File: config.mk
export PLATFORM = sky130hd
export DESIGN_NAME = stage_sequencer
export DESIGN_NICKNAME = d
export VERILOG_FILES = /design/src/rtl/core_pkg.sv /design/src/rtl/event_counter.sv /design/src/rtl/stage_sequencer.sv
export SDC_FILE = /design/constraint.sdc
export NUM_CORES = 1
export LEC_CHECK = 0
export ABC_AREA = 1
export CORE_ASPECT_RATIO = 1.25
export CORE_UTILIZATION = 45
export DETAILED_ROUTE_END_ITERATION = 10
export GPL_TIMING_DRIVEN = 0
export PLACE_DENSITY = 0.86
export SETUP_SLACK_MARGIN = 0.5
export SLEW_MARGIN = 10
export SYNTH_ARGS = -nofsm -noshare
export SYNTH_HDL_FRONTEND = slang
export SYNTH_SLANG_ARGS = --single-unit
File: constraint.sdc
create_clock -name clk -period 2.17 [get_ports clk]
set_clock_uncertainty 0.1 [all_clocks]
set_input_delay 0.3255 -clock clk [delete_from_list [all_inputs] [get_ports clk]]
set_output_delay 0.3255 -clock clk [all_outputs]
set_load 0.02 [all_outputs]
File: src/rtl/core_pkg.sv
// Shared control-path definitions for the LEGv8 multicycle core.
package core_pkg;

  typedef enum logic [1:0] {
    IDLE     = 2'd0,
    RUN      = 2'd1,
    MEM_WAIT = 2'd2,
    HALTED   = 2'd3
  } seq_state_t;

  localparam int STAGE_FETCH     = 0;
  localparam int STAGE_DECODE    = 1;
  localparam int STAGE_EXECUTE   = 2;
  localparam int STAGE_MEMORY    = 3;
  localparam int STAGE_WRITEBACK = 4;

endpackage

File: src/rtl/event_counter.sv
// Free-running event counter; wraps modulo 2^W, cleared by asynchronous reset.
module event_counter #(
  parameter int W = 32
) (
  input  logic         clk,
  input  logic         reset,
  input  logic         inc,
  output logic [W-1:0] count
);

  always_ff @(posedge clk or posedge reset) begin
    if (reset) begin
      count <= '0;
    end else if (inc) begin
      count <= count + W'(1);
    end
  end

endmodule

File: src/rtl/stage_sequencer.sv
// One-hot stage enable sequencer for the multicycle core: stall, memory
// handshake, halt at instruction boundary, cycle and retire counters.
module stage_sequencer
  import core_pkg::*;
#(
  parameter int NUM_STAGES = 5,
  parameter int MEM_STAGE  = STAGE_MEMORY,
  parameter int COUNT_W    = 32
) (
  input  logic                          clk,
  input  logic                          reset,
  input  logic                          start,
  input  logic                          halt_req,
  input  logic                          stall,
  input  logic                          mem_ready,
  output logic                          mem_req,
  output logic [NUM_STAGES-1:0]         stage_en,
  output logic [$clog2(NUM_STAGES)-1:0] stage_idx,
  output logic                          instr_retired,
  output logic [COUNT_W-1:0]            retired_count,
  output logic [COUNT_W-1:0]            cycle_count,
  output logic                          busy,
  output logic                          halted
);

  localparam int IDX_W = $clog2(NUM_STAGES);
  localparam logic [IDX_W-1:0] MEM_IDX  = IDX_W'(MEM_STAGE);
  localparam logic [IDX_W-1:0] LAST_IDX = IDX_W'(NUM_STAGES - 1);

  seq_state_t       state, state_next;
  logic [IDX_W-1:0] idx_next;
  logic             halt_pending, pending_next;
  logic             retire;
  logic             at_mem, advance;

  // Every output decodes registered state only, so no input reaches an output
  // combinationally.
  assign busy    = (state == RUN) || (state == MEM_WAIT);
  assign halted  = (state == HALTED);
  assign at_mem  = (stage_idx == MEM_IDX);
  assign mem_req = busy && at_mem;
  assign advance = !stall && (!at_mem || mem_ready);

  always_comb begin
    stage_en = '0;
    for (int i = 0; i < NUM_STAGES; i++) begin
      stage_en[i] = busy && (stage_idx == IDX_W'(i));
    end
  end

  always_ff @(posedge clk or posedge reset) begin
    if (reset) begin
      state         <= IDLE;
      stage_idx     <= '0;
      halt_pending  <= 1'b0;
      instr_retired <= 1'b0;
    end else begin
      state         <= state_next;
      stage_idx     <= idx_next;
      halt_pending  <= pending_next;
      instr_retired <= retire;
    end
  end

  always_comb begin
    state_next   = state;
    idx_next     = stage_idx;
    pending_next = halt_pending;
    retire       = 1'b0;
    case (state)
      IDLE: begin
        if (halt_req) begin
          state_next = HALTED;
        end else if (start) begin
          state_next = RUN;
          idx_next   = '0;
        end
      end
      RUN, MEM_WAIT: begin
        if (halt_req) pending_next = 1'b1;
        if (advance) begin
          state_next = RUN;
          if (stage_idx == LAST_IDX) begin
            retire   = 1'b1;
            idx_next = '0;
            // A halt requested in the retiring cycle still lands on this boundary.
            if (halt_pending || halt_req) begin
              state_next   = HALTED;
              pending_next = 1'b0;
            end
          end else begin
            idx_next = stage_idx + IDX_W'(1);
          end
        end else if (at_mem) begin
          state_next = MEM_WAIT;
        end else begin
          state_next = RUN;
        end
      end
      HALTED: begin
        if (start) begin
          state_next = RUN;
          idx_next   = '0;
        end
      end
      default: begin
        state_next = IDLE;
        idx_next   = '0;
      end
    endcase
  end

  event_counter #(.W(COUNT_W)) u_cycle_counter (
    .clk   (clk),
    .reset (reset),
    .inc   (busy),
    .count (cycle_count)
  );

  event_counter #(.W(COUNT_W)) u_retire_counter (
    .clk   (clk),
    .reset (reset),
    .inc   (retire),
    .count (retired_count)
  );

endmodule
* Word level (Yosys, flattened, before mapping)
Cells that the tools add are included.
** Cells by class
- Equal/unequal tests :: 9
- Reduce and logical (&&, ||, !) cells :: 15
- Mux-type cells :: 19
- $add $sub $neg :: 3
** Operator list (count)
- 32-bit by 1-bit adder with 32-bit output (second input constant) :: 2
- 2-bit two-way mux :: 6
- 3-bit two-way mux :: 4
- 3-bit one-hot mux with 3 select lines :: 1
- 1-bit two-way mux :: 7
- 3-bit by 2-bit equality test with 1-bit output (second input constant) :: 2
- 1-bit logical AND :: 6
- 2-bit one-hot mux with 3 select lines :: 1
- 2-bit equality test (second input constant) :: 2
- 2-bit != test (second input constant) :: 2
- 3-bit by 1-bit adder with 3-bit output (second input constant) :: 1
- 3-bit by 1-bit equality test with 1-bit output (second input constant) :: 1
- 3-bit equality test (second input constant) :: 1
- 3-bit logical NOT :: 1
- 1-bit logical OR :: 3
- 2-bit by 1-bit equality test with 1-bit output (second input constant) :: 1
- 1-bit logical NOT :: 2
- 2-bit logical NOT :: 1
- 2-bit AND reduction :: 1
- 2-bit OR reduction :: 1
** Storage, ports and cells
- Output and inout port bits :: 76
- Word-level logic and storage cells :: 52
- Register bits :: 71
- Input bits :: 6

* Depth between registers and ports, before layout
- Word-level depth :: 6
- Gate-level depth with buffers :: 11
- Mapped depth without buffers :: 11

* Cells and area by module
Synthesis repeated with hierarchy kept, for this count alone.
** Second synthesis, totals
- Cell total of the unflattened synthesis :: 492
- Area, all modules :: 4033.9 sq um
** Modules (own cells, without submodules)
- event_counter :: sequential area each 800.8 sq um, area each 1730.4 sq um, cells an instance 207, times used 2
- stage_sequencer :: sequential area each 175.2 sq um, area each 573.0 sq um, cells an instance 78, times used 1

* Worst setup path before layout
Ideal clock, no wire load.
- Kind :: reg-to-output
- Start :: register state[0]
- End :: output stage_en[3]
- Buffers on the path :: 3
- Path slack :: 0.194 ns
- Arrival time :: 1.550 ns
- Cell stages (with the launch flop) :: 8
- Required time :: 1.745 ns
- Path through :: dfrtp_1 > inv_1 > ha_1 > buf_6 > buf_2 > nand2_1 > inv_1 > buf_4
** Between the ends
- Cells in the longest elaborated chain, start to end :: 3
- Elaborated cells on any way between the ends :: 4
- Classes of those cells :: eq/ne: 2; reduce/logical: 2
** Ends and longest elaborated chain
- start: declaration :: RTL line stage_sequencer.sv:30 : seq_state_t state, state_next;
- start signal: assignment :: RTL line stage_sequencer.sv:58 : state <= state_next;
- 2-bit by 1-bit equality test with 1-bit output / 2-bit equality test (equally long branches) :: RTL line stage_sequencer.sv:38 : assign busy = (state == RUN) || (state == MEM_WAIT);
- 1-bit logical OR (*) :: RTL line stage_sequencer.sv:38
- net busy :: RTL line stage_sequencer.sv:22 : output logic busy,
- 1-bit logical AND (*)
- end: declaration :: RTL line stage_sequencer.sv:17 : output logic [NUM_STAGES-1:0] stage_en,
The timed path passes the listed nets; every way through them passes the cells marked *.

* Final worst setup path
- Start :: register state[1]
- End :: output stage_en[4]
** Between the ends
- Cells in the longest elaborated chain, start to end :: 3
- Elaborated cells on any way between the ends :: 4
- Classes of those cells :: eq/ne: 2; reduce/logical: 2
** Ends and longest elaborated chain
- 2-bit by 1-bit equality test with 1-bit output / 2-bit equality test (equally long branches) :: RTL line stage_sequencer.sv:38
- 1-bit logical OR (*) :: RTL line stage_sequencer.sv:38
- 1-bit logical AND (*) :: RTL line stage_sequencer.sv:47 : stage_en[i] = busy && (stage_idx == IDX_W'(i));
Every way passes the cells marked *; elsewhere a longest branch is shown, timed or not.

==> impl_metrics.json <==
{
  "outcome": "complete, but fails checks",
  "violations": "DRC",
  "hp-class": "in -> async",
  "mappedNetlistNets": 541,
  "comb_power_share": 0.445,
  "maxCapViolCount": 0,
  "drc_errors": 2,
  "num_io_pins": 82,
  "p_leak_nw": 3.02,
  "synth_top_family_by_area": "simple AND/OR/NAND/NOR gates",
  "cp.depth": 7,
  "min_period_ps": 2000,
  "synth_area_um2": 4180,
  "nNetsFinal": 665,
  "clk_latency_ps": 350,
  "cts_root_buffer": "clkbuf_8",
  "setup_viol": 0,
  "yosys.area_share.adder": 0.0299,
  "ys_ff_latch": 71,
  "dpl.cell_count": 728,
  "drt-total-wl_um": 11500,
  "port_buffers": 81,
  "worstSetupPathType": "reg -> out",
  "fin_util": 0.669,
  "area_growth_pct": 41.6,
  "synthFlopType": "dfrtp_1",
  "rsz0062_at_grt": "true",
  "worst_slew_pin_slew_ps": 556,
  "post-route-period-util": 0.922,
  "vdd_drop_max_uv": 593,
  "yosys-top-cells-area": "dfrtp_1, nand2_1, nor2_1",
  "synthCells": 525,
  "syn_avg_cell_area_um2": 7.96,
  "final_cell_area_um2": 5920,
  "coreArea_um2": 8840,
  "synth_top_area_share": 0.425,
  "cts_max_level": 3,
  "dpl_cell_area_um2": 5250,
  "cts.reportedPaths.clkPinSlew_ps": 70,
  "cp-end-kind": "output port",
  "grt_max_degree": 26,
  "p_per_area_nw_per_um2": 775,
  "rrSetupSlack_ps": 210,
  "start_util": 0.473,
  "start_kind": "flop",
  "fp.dieW_um": 88.2,
  "cp_max_fo": 3,
  "async_reset_ff_frac": 1.00,
  "antenna_found_initial": 0,
  "tritoncts": "yes",
  "stdcell_count": 773,
  "internal-power_mw": 2.82,
  "viasPerCell": 5.07,
  "muxShareOfSynthArea": 0,
  "dpl.hpwl_um": 7650,
  "sw_frac_of_total": 0.387,
  "critPathMaxStageDelay_ps": 370,
  "ant_nets": 0,
  "grt_pass1_wl_um": 17900,
  "fillerInstances": 729,
  "gr-total-overflow": 0,
  "power.total_mw": 4.59,
  "vias": 3916,
  "report.final.slew_viol_count": 0,
  "p_clk_frac": 0.205,
  "grt.total_usage": 0.240,
  "tns_ps": 0,
  "slowest_stage": "dfrtp_1",
  "crit_required_ps": 1740,
  "synth_compound_area_frac": 0.0183,
  "synth_top_area_cell": "dfrtp_1",
  "n_antenna_cell": 0,
  "fmax_mhz": 500,
  "drive_gt1_frac": 0.253,
  "crit_arrival_ps": 1570,
  "ys_top_cells_by_count": "nand2_1, dfrtp_1, nor2_1, inv_1, nand3_1",
  "switchingPower_mw": 1.77,
  "power_frac_seq": 0.350,
  "gp_congestion": 0.882,
  "cp_cell_sequence": "inv_2, ha_4, buf_8, buf_4, inv_6, nor2_8, buf_6",
  "worst-path-buf-inv": 5,
  "dieArea_um2": 9680,
  "synth_edf_count": 0,
  "ys_seq_area_frac": 0.425,
  "dr.pass1.iters": 8,
  "cp_top_family": "buffers and inverters",
  "numCtsBuffers": 9,
  "grt_pass1_vias": 3848,
  "synth.most_common_cell": "nand2_1",
  "ys_types": 29,
  "clk_path_buf_depth": 2,
  "yosys.area_share.simple": 0.388,
  "chipHeight_um": 110,
  "register_area_um2": 1780,
  "post_drt_wl_per_cell_um": 14.8,
  "yosys.area_share.xor_xnor": 0.0754,
  "reg2reg_depth": 12,
  "drtIter0Drc": 184,
  "ys_warn_count": 0,
  "multi_input_area_um2": 2490,
  "slew_headroom": 0.629,
  "rows": 38,
  "hold_viol": 0,
  "clkSinkCount": 71
}
-- cell families after synthesis --
| family | Yosys count |
|---|---|
| AND/OR/NAND/NOR | 329 |
| AO/OA/AOI/OAI | 14 |
| XOR/XNOR | 36 |
| flip-flops | 71 |
| buffers and inverters | 65 |
| adder cells (fa/ha/maj) | 10 |
-- power by group through the flow --
| stage | registers [mW] | clock network, mW | logic [mW] |
|---|---|---|---|
| 2_1_floorplan | 1.71 | 0 | 0.853 |
| 3_3_place_gp | 1.62 | 0 | 1.37 |
| 3_5_place_dp | 1.62 | 0 | 1.44 |
| 4_1_cts | 1.60 | 0.948 | 1.79 |
| 5_1_grt | 1.62 | 1.01 | 2.18 |
| 6_report | 1.61 | 0.942 | 2.04 |
-- flip-flops by register name, indices dropped and copies added (netlist names) --
| signal | count |
|---|---|
| u_cycle_counter.count | 32 |
| u_retire_counter.count | 32 |
| stage_idx | 3 |
| state | 2 |
| halt_pending | 1 |
| instr_retired | 1 |
-- stage by stage --
stage	worst slack, ps	hold WS, ps
2_1_floorplan	352	356
3_3_place_gp	-52.5	392
3_5_place_dp	-98.8	393
4_1_cts	174	275
5_1_grt	85.5	323
6_report	170	270
-- cells in the final DEF (no fill, tap or decap), types with 2 or more instances in the layout --
master and count:
o21ai_1 3, nor3_4 2, xnor2_2 2, nor3_2 2
dlygate4sd2_1 68, a21oi_1 3, clkbuf_8 10, buf_4 18
inv_1 50, nand4_1 13, clkdlybuf4s50_1 5, ha_4 5
ha_1 5, o21ai_0 3, clkinv_2 3, nand2_1 138
nor2_4 25, dfrtp_2 2, xor2_1 17, nand3_1 28
nand3b_1 11, inv_2 8, buf_8 2, nor2_2 7
dfrtp_1 69, nand3_2 9, nand2_2 21, xnor2_1 17
o21ai_2 2, clkinvlp_4 2, buf_6 20, nor2_8 3
nor2_1 53, nand2_4 13
-- per-layer routing --
| metal | up-vias | wire (um) | track usage |
|---|---|---|---|
| li1 | 1887 | - | - |
| met1 | 1902 | 4560 | 0.274 |
| met2 | 110 | 6190 | 0.431 |
| met3 | 17 | 500 | 0.0473 |
| met4 | 0 | 202 | 0.101 |
| met5 | - | 0 | 0 |
-- final timing paths --
check / to / from
worst max-delay path: stage_en[4] / state[1]
worst min-delay path: u_cycle_counter.count[30] / reset
worst max register to register: u_cycle_counter.count[27] / state[1]
worst min register to register: halt_pending / halt_pending
max in group asynchronous: halt_pending / reset
min in group clk: halt_pending / halt_pending
-- timing repair --
item | CTS | global route
setup endpoints to repair | 127 | 73
gates resized for setup | 154 | 49
cloned | 1 | 0
hold endpoints to repair | 0 | 0
pin swaps | 29 | 30
hold buffers | 0 | 0
buffers inserted | 20 | 9
-- layout make-up --
cell class	instances	share of cell area
multi-input combinational	389	0.420
sequential	71	0.301
timing repair buffer	113	0.177
inverter	61	0.0406
tap	120	0.0254
clock buffer	11	0.0239
buffer	4	0.00888
clock inverter	4	0.00380
(Power assumes the default switching activity.)
